==> src/rtl/ha_using_2x1mux.sv <==
// Registered WIDTH-lane half adder built only from per-lane 2:1 mux cells.
// Optional saturating carry-event counter enabled by the HA_CARRY_CNT_EN macro.
module ha_using_2x1mux #(
  parameter int unsigned WIDTH = 1,
  parameter int unsigned CNT_W = 16
) (
  input  logic             clk,
  input  logic             rst_n,
  input  logic [WIDTH-1:0] a,
  input  logic [WIDTH-1:0] b,
  input  logic             in_valid,
  output logic [WIDTH-1:0] cy,
  output logic [WIDTH-1:0] s,
`ifdef HA_CARRY_CNT_EN
  output logic [CNT_W-1:0] carry_cnt,
`endif
  output logic             out_valid
);

  logic [WIDTH-1:0] sum_mux;
  logic [WIDTH-1:0] carry_mux;

  // Each lane is two independent 2:1 mux cells; no logic is shared between lanes.
  for (genvar i = 0; i < WIDTH; i++) begin : g_lane
    logic b_n;
    assign b_n          = ~b[i];
    assign sum_mux[i]   = a[i] ? b_n  : b[i];
    assign carry_mux[i] = a[i] ? b[i] : 1'b0;
  end

  // Reset asserts asynchronously but releases through two flops, so capture starts on a clean edge.
  logic [1:0] rst_sync_q;
  logic       run;

  always_ff @(posedge clk or negedge rst_n) begin
    if (!rst_n) begin
      rst_sync_q <= 2'b00;
    end else begin
      rst_sync_q <= {rst_sync_q[0], 1'b1};
    end
  end

  assign run = rst_sync_q[1];

  logic             capture;
  logic [WIDTH-1:0] cy_d, cy_q;
  logic [WIDTH-1:0] s_d, s_q;
  logic             valid_d, valid_q;

  assign capture = run & in_valid;

  always_comb begin
    cy_d    = cy_q;
    s_d     = s_q;
    valid_d = 1'b0;
    if (capture) begin
      cy_d    = carry_mux;
      s_d     = sum_mux;
      valid_d = 1'b1;
    end
  end

  always_ff @(posedge clk or negedge rst_n) begin
    if (!rst_n) begin
      cy_q    <= '0;
      s_q     <= '0;
      valid_q <= 1'b0;
    end else begin
      cy_q    <= cy_d;
      s_q     <= s_d;
      valid_q <= valid_d;
    end
  end

  assign cy        = cy_q;
  assign s         = s_q;
  assign out_valid = valid_q;

`ifdef HA_CARRY_CNT_EN
  logic [CNT_W-1:0] cnt_d, cnt_q;
  logic             carry_event;

  assign carry_event = capture & (|carry_mux);

  always_comb begin
    cnt_d = cnt_q;
    if (carry_event && (cnt_q != {CNT_W{1'b1}})) begin
      cnt_d = cnt_q + 1'b1;
    end
  end

  always_ff @(posedge clk or negedge rst_n) begin
    if (!rst_n) begin
      cnt_q <= '0;
    end else begin
      cnt_q <= cnt_d;
    end
  end

  assign carry_cnt = cnt_q;
`else
  logic unused_cnt_w;
  assign unused_cnt_w = ^CNT_W;
`endif

endmodule

==> config.mk <==
export PLATFORM = sky130hd
export DESIGN_NAME = ha_using_2x1mux
export DESIGN_NICKNAME = d
export VERILOG_FILES = /design/src/rtl/ha_using_2x1mux.sv
export SDC_FILE = /design/constraint.sdc
export NUM_CORES = 1
export LEC_CHECK = 0
export CORE_AREA = 4 4 41 43
export DETAILED_ROUTE_END_ITERATION = 7
export DIE_AREA = 0 0 45 47
export MAX_ROUTING_LAYER = met4
export SYNTH_ARGS = -nofsm -noshare
export SYNTH_HDL_FRONTEND = slang
export SYNTH_SLANG_ARGS = --single-unit
==> constraint.sdc <==
create_clock -name clk -period 1 [get_ports clk]
set_input_delay 0.2 -clock clk [delete_from_list [all_inputs] [get_ports clk]]
set_output_delay 0.2 -clock clk [all_outputs]
set_load 0.01 [all_outputs]
==> impl_metrics.yaml, run 1 <==
placed_design:
  place_congestion: 0.744
  io_buffers: 7
  post-place-cells: 34
  dpl.hpwl_um: 291
timing:
  fin_crit_sh_pct: 95.7
  hold_viol_final: 0
  fin_skew_ns: 0.00537
  max_freq_mhz: 1050
  fin_crit_ns: 0.957
  hold_slack_ns: 0.182
  final-setup-viol-count: 0
  tns_ns: 0
  rsz0062_at_grt: "no"
  final_max_slew_viol_count: 0
die:
  design.core.area_sq_mm: 0.00130
  die_h_um: 47
  rows: 13
  ios: 8
  dieArea_sq_mm: 0.00212
  die_w_um: 45
  initial_core_util_pct: 13.9
setup_path:
  slowest_stage: "dfrtp_1"
  path_max_fanout: 2
  slowest_delay_ns: 0.37
  required_ns: 0.80
  cp.arrival_ns: 0.76
  critPathBufInv: 1
  startpoint_type: "flop"
  crit_type: "flop to output port"
  cp-end-kind: "output port"
  cp_cell_sequence: "buf_2"
  path_delay_family: "flip-flops"
hold_path:
  hold_path_class: "input pin to async pin"
power:
  finalPower_uw: 548
  p_int_uw: 430
  powerDensity_mw_per_mm2: 1860
  p_leak_uw: 0.000157
  seqPwrFrac_pct: 42.2
  ir_worst_vdd_uv: 591
  p_comb_share_pct: 16.2
  p_sw_uw: 119
  power.share.clock_pct: 41.6
  switching_share_pct: 21.6
flow_run:
  drv_cap: 0
cts:
  clk_latency_ns: 0.24
  clk_pin_slew_worst_paths_ns: 0.04
  cts_root_buf: "clkbuf_4"
  cts_tree: "yes"
  cts_hold_buf: 0
  cts_buffers: 3
  cts_buffer_depth: 2
  htree_levels: 1
  cts_sinks: 5
yosys:
  yosysSeqAreaShare_pct: 69.0
  syn_area_sq_um: 181
  synth-seq-cells: 5
  avgSynthCellArea_sq_um: 16.5
  synth_cell_types: 6
  ys_warn_count: 0
  synthCells: 11
  syn_nets: 17
grt:
  grt_usage_pct: 5.58
  grt_pass1_vias: 147
  overflow: 0
  grt_max_degree: 6
  antenna_found_initial: 0
  grt_first_pass_wirelength_um: 655
route:
  vias: 123
  drtPass1Iterations: 2
  wl_per_cell_um: 9.41
  viasPerCell: 3.15
  ant_nets: 0
  drc: 0
  finalWirelength_um: 367
  drtIter0Drc: 1
finish:
  finalNonFillerCells: 39
  utilization_pct: 22.6
  layout-drive-gt1-share_pct: 45.8
  fillers: 152
  layout_commonest_cell: "dfrtp_1"
  fin_nets: 31
  syn_to_final_growth_pct: 62.1
  diodes: 0
  most-common-layout-cells: "dfrtp_1 (5), clkbuf_4 (3), buf_2 (3)"
run_status:
  status: "finished, final reports clean"
[state kept, by name, indices dropped and copies added, names as in the netlist]
signal,count
cy,1
out_valid,1
rst_sync_q,2
s,1
[routing by layer]
| metal | part of all wire, % | wire [um] | track usage (%) |
|---|---|---|---|
| met1 | 44 | 161 | 4.62 |
| met5 | 0 | 0 | - |
| met3 | 20 | 72 | 6.51 |
| met4 | 0 | 0 | 5.26 |
| met2 | 36 | 133 | 6.21 |
[per-stage QoR]
step                      cell area [sq um]  worst slack (ns)
after floorplan                         181             0.142
after global placement                  278            -0.292
after detailed placement                278            -0.308
after CTS                               287            0.0242
after global routing                    294          0.000749
final                                   294            0.0433
[synthesized netlist by cell type (all sizes together)]
cell type	count	share of area, %
conb	1	2.1
ha	1	6.9
mux2	2	17
dfrtp	5	69
nand2	1	3.5
inv	1	2.1
[final cells by class]
class	instances	area, sq um	area share (%)
inverters	1	3.75	1.28
multi-input cells	5	52.6	17.9
well taps	15	18.8	6.38
flip-flops and latches	5	125	42.6
clock buffers	4	26.3	8.94
repair buffers	9	67.6	23.0
[power by group through the flow]
stage                     Sequential [uW]  Combinational [uW]  Clock [uW]
after floorplan                       241                26.4           0
after global placement                233                97.2           0
after detailed placement              235                 100           0
after CTS                             232                83.5         239
after global routing                  234                95.5         258
final                                 231                88.9         228
[what timing repair did]
action | CTS | global route
endpoints found under the setup margin | 4 | 1
setup buffers | 0 | 1
pin swaps | 1 | 0
resized for setup | 14 | 0
[cell families (layout without fill, tap and decap cells)]
| group | Yosys count | after routing | share of synthesized area [%] |
|---|---|---|---|
| other cells | 1 | 1 | 2.07 |
| buf+inv | 1 | 14 | 2.07 |
| fa+ha+maj | 1 | 1 | 6.90 |
| flops | 5 | 5 | 69.0 |
| simple gates | 1 | 1 | 3.45 |
| mux | 2 | 2 | 16.6 |
[path summary, 6_finish.rpt]
path                                         start                 endpoint  slack (ns)  cells past startpoint
max in group asynchronous                    rst_n  rst_sync_q[1]$_DFF_PN0_        0.62                      1
hold / removal                               rst_n           cy$_DFFE_PN0P_        0.18                      1
min in group clk           rst_sync_q[0]$_DFF_PN0_  rst_sync_q[1]$_DFF_PN0_        0.35                      0
setup / recovery                    cy$_DFFE_PN0P_                       cy        0.04                      1
hold reg to reg            rst_sync_q[0]$_DFF_PN0_  rst_sync_q[1]$_DFF_PN0_        0.35                      0
setup reg to reg           rst_sync_q[1]$_DFF_PN0_           cy$_DFFE_PN0P_        0.11                      2
No activity file was read; power rests on OpenSTA's default activity.
==> inputs of run 2 (changes only) <==
--- a/config.mk
+++ b/config.mk
@@ -8,7 +8,9 @@
 export CORE_AREA = 4 4 41 43
 export DETAILED_ROUTE_END_ITERATION = 7
 export DIE_AREA = 0 0 45 47
+export GPL_ROUTABILITY_DRIVEN = 0
 export MAX_ROUTING_LAYER = met4
+export SLEW_MARGIN = 10
 export SYNTH_ARGS = -nofsm -noshare
 export SYNTH_HDL_FRONTEND = slang
 export SYNTH_SLANG_ARGS = --single-unit
==> results of run 2 <==
The final DEF is identical to that of run 1; final timing and power are the same.
